--- config.mk ---
export PLATFORM = sky130hd
export DESIGN_NAME = cut_sweep_ctrl
export DESIGN_NICKNAME = d
export VERILOG_FILES = /design/src/rtl/cut_sweep_pkg.sv /design/src/rtl/sync_2ff.sv /design/src/rtl/cut_sweep_ctrl.sv
export SDC_FILE = /design/constraint.sdc
export NUM_CORES = 1
export LEC_CHECK = 0
export CAP_MARGIN = 0
export CORE_MARGIN = 4
export CORE_UTILIZATION = 40
export CTS_CLUSTER_DIAMETER = 200
export CTS_CLUSTER_SIZE = 24
export DETAILED_ROUTE_END_ITERATION = 8
export GPL_TIMING_DRIVEN = 0
export SETUP_SLACK_MARGIN = 0.02
export SYNTH_ARGS = -nofsm -noshare
export SYNTH_HDL_FRONTEND = slang
export SYNTH_SLANG_ARGS = --single-unit
--- constraint.sdc ---
create_clock -name normal_clk -period 5.55 [get_ports normal_clk]
set_input_delay 0.8325 -clock normal_clk [delete_from_list [all_inputs] [get_ports normal_clk]]
set_output_delay 0.8325 -clock normal_clk [all_outputs]
set_load 0.01 [all_outputs]
--- src/rtl/cut_sweep_pkg.sv ---
// Shared types and defaults for the CUT timing-sweep controller.
// The counter-width helper sizes the one cycle counter shared by every timed state.
package cut_sweep_pkg;

   typedef enum logic [2:0] {
      ST_IDLE    = 3'd0,
      ST_SHIFT   = 3'd1,
      ST_WAIT_PS = 3'd2,
      ST_CLEAR   = 3'd3,
      ST_RUN     = 3'd4,
      ST_SETTLE  = 3'd5,
      ST_CHECK   = 3'd6,
      ST_DONE    = 3'd7
   } sweep_state_e;

   localparam int DEF_NUM_STEPS     = 56;
   localparam int DEF_STEP_W        = 6;
   localparam int DEF_TRIAL_CYCLES  = 1024;
   localparam int DEF_CLEAR_CYCLES  = 4;
   localparam int DEF_SETTLE_CYCLES = 4;
   localparam int DEF_PS_TIMEOUT    = 255;
   localparam int DEF_STOP_ON_FAIL  = 1;

   // Width that holds the largest terminal count of any timed state.
   function automatic int cnt_width(input int trial, input int clear,
                                    input int settle, input int ps_timeout);
      int m;
      m = trial;
      if (clear > m) m = clear;
      if (settle > m) m = settle;
      if (ps_timeout > m) m = ps_timeout;
      return $clog2(m + 1);
   endfunction

endpackage

--- src/rtl/sync_2ff.sv ---
// Two-flop synchronizer bringing the sticky CUT diff flag into normal_clk.
// Both flops carry ASYNC_REG so placement keeps them adjacent.
module sync_2ff (
   input  logic clk,
   input  logic reset,
   input  logic d,
   output logic q
);

   (* ASYNC_REG = "TRUE" *) logic meta;
   (* ASYNC_REG = "TRUE" *) logic sync;

   always_ff @(posedge clk) begin
      if (reset) begin
         meta <= 1'b0;
         sync <= 1'b0;
      end else begin
         meta <= d;
         sync <= meta;
      end
   end

   assign q = sync;

endmodule

--- src/rtl/cut_sweep_ctrl.sv ---
// Sequencer sweeping the fast-clock phase across one CUT: per step it clears the
// diff flag, toggles the CUT input, settles, samples diff, then phase-shifts the MMCM.
module cut_sweep_ctrl
   import cut_sweep_pkg::*;
#(
   parameter int NUM_STEPS     = DEF_NUM_STEPS,
   parameter int STEP_W        = DEF_STEP_W,
   parameter int TRIAL_CYCLES  = DEF_TRIAL_CYCLES,
   parameter int CLEAR_CYCLES  = DEF_CLEAR_CYCLES,
   parameter int SETTLE_CYCLES = DEF_SETTLE_CYCLES,
   parameter int PS_TIMEOUT    = DEF_PS_TIMEOUT,
   parameter int STOP_ON_FAIL  = DEF_STOP_ON_FAIL
) (
   input  logic              normal_clk,
   input  logic              reset,
   input  logic              start,
   input  logic              abort,
   input  logic              ps_done,
   input  logic              diff_in,
   output logic              data_out,
   output logic              clear_diff,
   output logic              ps_en,
   output logic              busy,
   output logic              done,
   output logic              error,
   output logic              fail_found,
   output logic [STEP_W-1:0] fail_step,
   output logic [STEP_W:0]   pass_count,
   output logic [STEP_W-1:0] cur_step,
   output sweep_state_e      state_dbg
);

   localparam int CNT_W = cnt_width(TRIAL_CYCLES, CLEAR_CYCLES, SETTLE_CYCLES, PS_TIMEOUT);

   localparam logic [CNT_W-1:0]  TRIAL_LAST  = CNT_W'(TRIAL_CYCLES - 1);
   localparam logic [CNT_W-1:0]  CLEAR_LAST  = CNT_W'(CLEAR_CYCLES - 1);
   localparam logic [CNT_W-1:0]  SETTLE_LAST = CNT_W'(SETTLE_CYCLES - 1);
   localparam logic [CNT_W-1:0]  PS_LAST     = CNT_W'(PS_TIMEOUT - 1);
   localparam logic [STEP_W-1:0] LAST_STEP   = STEP_W'(NUM_STEPS - 1);

   sweep_state_e     state;
   logic [CNT_W-1:0] cnt;
   logic             diff_sync;

   sync_2ff u_diff_sync (
      .clk   (normal_clk),
      .reset (reset),
      .d     (diff_in),
      .q     (diff_sync)
   );

   // Phase-shift handshake: ps_en is a one-cycle request raised on leaving CHECK;
   // ps_done is a one-cycle completion honoured only in WAIT_PS, at most one request
   // outstanding. No ps_done within PS_TIMEOUT cycles of WAIT_PS ends the sweep with error.
   always_ff @(posedge normal_clk) begin
      if (reset) begin
         state      <= ST_IDLE;
         cnt        <= '0;
         data_out   <= 1'b0;
         clear_diff <= 1'b0;
         ps_en      <= 1'b0;
         busy       <= 1'b0;
         done       <= 1'b0;
         error      <= 1'b0;
         fail_found <= 1'b0;
         fail_step  <= '0;
         pass_count <= '0;
         cur_step   <= '0;
      end else if (abort) begin
         state      <= ST_DONE;
         cnt        <= '0;
         data_out   <= 1'b0;
         clear_diff <= 1'b0;
         ps_en      <= 1'b0;
         busy       <= 1'b0;
         done       <= 1'b1;
      end else begin
         ps_en <= 1'b0;
         case (state)
            ST_IDLE, ST_DONE: begin
               if (start) begin
                  state      <= ST_CLEAR;
                  cnt        <= '0;
                  cur_step   <= '0;
                  error      <= 1'b0;
                  fail_found <= 1'b0;
                  fail_step  <= '0;
                  pass_count <= '0;
                  busy       <= 1'b1;
                  done       <= 1'b0;
                  clear_diff <= 1'b1;
                  data_out   <= 1'b0;
               end
            end

            ST_SHIFT: begin
               state <= ST_WAIT_PS;
               cnt   <= '0;
            end

            ST_WAIT_PS: begin
               if (ps_done) begin
                  state      <= ST_CLEAR;
                  cnt        <= '0;
                  clear_diff <= 1'b1;
               end else if (cnt == PS_LAST) begin
                  state <= ST_DONE;
                  cnt   <= '0;
                  error <= 1'b1;
                  busy  <= 1'b0;
                  done  <= 1'b1;
               end else begin
                  cnt <= cnt + 1'b1;
               end
            end

            ST_CLEAR: begin
               if (cnt == CLEAR_LAST) begin
                  state      <= ST_RUN;
                  cnt        <= '0;
                  clear_diff <= 1'b0;
                  data_out   <= 1'b1;
               end else begin
                  cnt <= cnt + 1'b1;
               end
            end

            // Even trial length: the last RUN cycle already drives 0.
            ST_RUN: begin
               if (cnt == TRIAL_LAST) begin
                  state    <= ST_SETTLE;
                  cnt      <= '0;
                  data_out <= 1'b0;
               end else begin
                  cnt      <= cnt + 1'b1;
                  data_out <= ~data_out;
               end
            end

            ST_SETTLE: begin
               if (cnt == SETTLE_LAST) begin
                  state <= ST_CHECK;
                  cnt   <= '0;
               end else begin
                  cnt <= cnt + 1'b1;
               end
            end

            ST_CHECK: begin
               if (diff_sync) begin
                  if (!fail_found) begin
                     fail_found <= 1'b1;
                     fail_step  <= cur_step;
                  end
               end else begin
                  pass_count <= pass_count + 1'b1;
               end
               if ((diff_sync && (STOP_ON_FAIL != 0)) || (cur_step == LAST_STEP)) begin
                  state <= ST_DONE;
                  busy  <= 1'b0;
                  done  <= 1'b1;
               end else begin
                  state    <= ST_SHIFT;
                  cur_step <= cur_step + 1'b1;
                  ps_en    <= 1'b1;
               end
            end

            default: state <= ST_IDLE;
         endcase
      end
   end

   assign state_dbg = state;

endmodule

==> impl_metrics.ini <==
[pwr]
ir_worst_vdd_v = 0.0001845
internal_power_mw = 0.4746
power_switching_share = 0.3114
power_frac_comb = 0.239
p_leak_nw = 0.9586
pwr_density_cell_nw_per_um2 = 245.5
switchingPower_mw = 0.2146
power.share.sequential = 0.461
pwr-share-clk = 0.301

[job]
max_cap_viol_count = 0

[drt]
via_density = 5.634
drt_iter0_drc = 123
wl_um = 5902
drt.antenna.violating_nets = 0
route.detailed.drc = 0
via_count = 2248
drt_pass1_iterations = 4
routedWlPerCell_um = 14.79

[clock_network]
htree_levels = 2
post-cts-setup-buffers = 0
cts.reportedPaths.clkPinSlew_ns = 0.07
tritoncts_num_sinks = 42
clock_tree.buffer_depth = 2
cts-buffers-inserted = 5
ctsHoldBuffers = 0
ctsRootBufferMaster = sky130_fd_sc_hd__clkbuf_8
worstSkewPairLatency_ns = 0.30
tritoncts = built
cts_repair_resize_count = 0

[synth]
netlist_top_cells_area = sky130_fd_sc_hd__dfxtp_1 37%, sky130_fd_sc_hd__nand3_1 4.6%, sky130_fd_sc_hd__a21oi_1 4.4%
synth_cell_type_count = 53
post_synthesis_cell_area_sq_um = 2296
synth_fp_nets = 296
synth_flop_cell = sky130_fd_sc_hd__dfxtp_1
netlist_instances = 286
seq_area_frac_synth = 0.3662
async_flop_share = 0
syn-mean-instance-area_sq_um = 8.028
ffs_latches_synth = 42
synth_area_leader_cell = sky130_fd_sc_hd__dfxtp_1
yosys_warnings = 0
post-synth-top-area-fraction = 0.3662
synth-edff-count = 0

[grt]
antenna_found_initial = 0
grt_start_max_net_pins = 13
residual_overflow_from_global_routing = 0
global_route_wire_length_before_repair_um = 10080
grt_use_total = 0.1735
grt_pass1_vias = 2095

[sta]
setup_tns_ns = 0
final-hold-violation-count = 0
fin_crit_period_ns = 2.742
rsz0062_at_grt = false
layout_worst_path_cycle_share = 0.4941
final_max_slew_viol_count = 0
final.setup_skew_ns = 0.007386
timing.slew.headroom = 0.5238
setup-violations-final = 0
fmax_mhz = 364.7
worst-slew-pin-transition_ns = 0.7143

[die]
floorplan.io_pins = 35
fp.coreArea_sq_um = 5540
floorplan.die.width_um = 83.76
floorplan.die.height_um = 83.76
core.rowCount = 27
initial_core_utilization = 0.4144
die-area_sq_um = 7016

[final_layout]
finalCoreUtilization = 0.5068
areaGrowthSynthToFinish_pct = 22.29
design.final.nets = 336
final_cell_area_sq_um = 2808
multi_input_logic_area_sq_um = 1318
regArea_sq_um = 840.8
final.fill_count = 563
fin_cells = 399
antenna-diode-count = 0
final_layout_size_suffix_gt1_frac = 0.06728

[place]
detailed_place_hpwl_um = 4380
post_dp_cell_area_sq_um = 2716
post-place-cells = 391
place_congestion = 0.8163
placement.io_buffers = 33

[worst_setup_path]
critical_path.max_fanout = 8
timing.setup.critical_path_class = in2reg
critPathRequiredTime_ns = 5.71
endpoint_kind = flop
cp.arrival_ns = 2.90
worst_setup_path_start_kind = input port

[run_status]
status = finished clean

[min_path]
worstHoldPathType = reg2reg
[layout by cell type (no fill, tap or decap), drive strengths merged, types with 3 or more instances in the layout]
| cell type | n |
|---|---|
| nand3 | 21 |
| clkdlybuf4s50 | 33 |
| ha | 4 |
| buf | 7 |
| nand2 | 23 |
| o31ai | 5 |
| clkbuf | 15 |
| o21ai | 17 |
| nor4 | 3 |
| a21o | 4 |
| o21bai | 3 |
| xnor2 | 4 |
| o22ai | 3 |
| dfxtp | 42 |
| and2 | 3 |
| inv | 12 |
| nor2b | 4 |
| a31oi | 9 |
| clkinv | 3 |
| or3 | 6 |
| a21oi | 20 |
| a2111oi | 3 |
| nor2 | 22 |
| and3 | 8 |
| nand4 | 6 |
| or4 | 5 |
| nor3 | 8 |
[path summary, 6_finish.rpt]
path | from | to | slack, ns | cells after the start
setup / recovery | start | fail_step[5] | 2.81 | 6
setup reg to reg | state_dbg[2] | cnt[2] | 3.29 | 8
hold reg to reg | u_diff_sync.meta | u_diff_sync.q | 0.44 | 1
hold / removal | u_diff_sync.meta | u_diff_sync.q | 0.44 | 1
[power groups by stage]
stage               Combinational [mW]  Sequential (mW)  Clock [mW]
floorplan                        0.111            0.326           0
global placement                 0.164            0.325           0
detailed placement               0.162            0.325           0
CTS                              0.163            0.318       0.213
global route                     0.181            0.319       0.228
finish                           0.164            0.318       0.207
[cell usage after synthesis (all sizes together) (3+ instances only)]
cell / n
xnor2: 4
or4: 5
dfxtp: 42
a31oi: 9
buf: 7
nor3: 8
o21ai: 17
or3: 6
and3: 8
clkbuf: 8
and2: 3
o21bai: 3
ha: 4
nand4: 6
nand2: 23
a21oi: 20
a21o: 4
nor2: 22
nor4: 3
o31ai: 5
nor2b: 4
a2111oi: 3
nand3: 21
inv: 12
o22ai: 3
[through the flow]
stage	setup slack (ns)	hold slack [ns]	total power, mW
3_3_place_gp	2.550	0.4165	0.4885
5_1_grt	2.619	0.4707	0.7272
3_5_place_dp	2.512	0.4231	0.4873
4_1_cts	2.829	0.4420	0.6946
2_1_floorplan	3.345	0.4138	0.4374
6_report	2.808	0.4409	0.6892
[worst max-delay path, stage by stage]
cell	delay (ns)
sky130_fd_sc_hd__clkdlybuf4s50_1	0.62
sky130_fd_sc_hd__or4b_4	0.56
sky130_fd_sc_hd__o21ai_0	0.28
sky130_fd_sc_hd__nand2_1	0.29
sky130_fd_sc_hd__o21ai_0	0.24
sky130_fd_sc_hd__a21oi_1	0.08
[kinds of logic (layout without fill, tap and decap cells)]
logic type,count (synthesis),after routing,share of synthesized area
AO/OA/AOI/OAI,82,82,0.2371
XOR/XNOR,5,5,0.01907
adder cells (fa/ha/maj),4,4,0.02180
buffers and inverters,29,70,0.05994
flip-flops,42,42,0.3662
multiplexers,2,2,0.008720
AND/OR/NAND/NOR,122,122,0.2872
[final cells by class]
cell class	instances	area share
clock buffer	7	0.03075
tap	72	0.03209
multi-input combinational	215	0.4693
clock inverter	1	0.001783
sequential	42	0.2995
timing repair buffer	33	0.1176
inverter	14	0.01872
buffer	15	0.03030
[flip-flops by register name, summed over array words and instances, names as in the netlist]
| register | cells |
|---|---|
| busy | 1 |
| ps_en | 1 |
| clear_diff | 1 |
| u_diff_sync.meta | 1 |
| pass_count | 7 |
| error | 1 |
| state_dbg | 3 |
| fail_step | 6 |
| data_out | 1 |
| cur_step | 6 |
| done | 1 |
| fail_found | 1 |
| cnt | 11 |
| u_diff_sync.q | 1 |
[metal layers]
| metal | GRT usage | vias to the layer above | wire length [um] |
|---|---|---|---|
| li1 | - | 1140 | - |
| met5 | 0 | - | 0 |
| met4 | 0.05702 | 0 | 81 |
| met3 | 0.03258 | 8 | 257 |
| met1 | 0.2370 | 1052 | 2958 |
| met2 | 0.2740 | 48 | 2605 |
No activity file was read; power rests on OpenSTA's default activity.
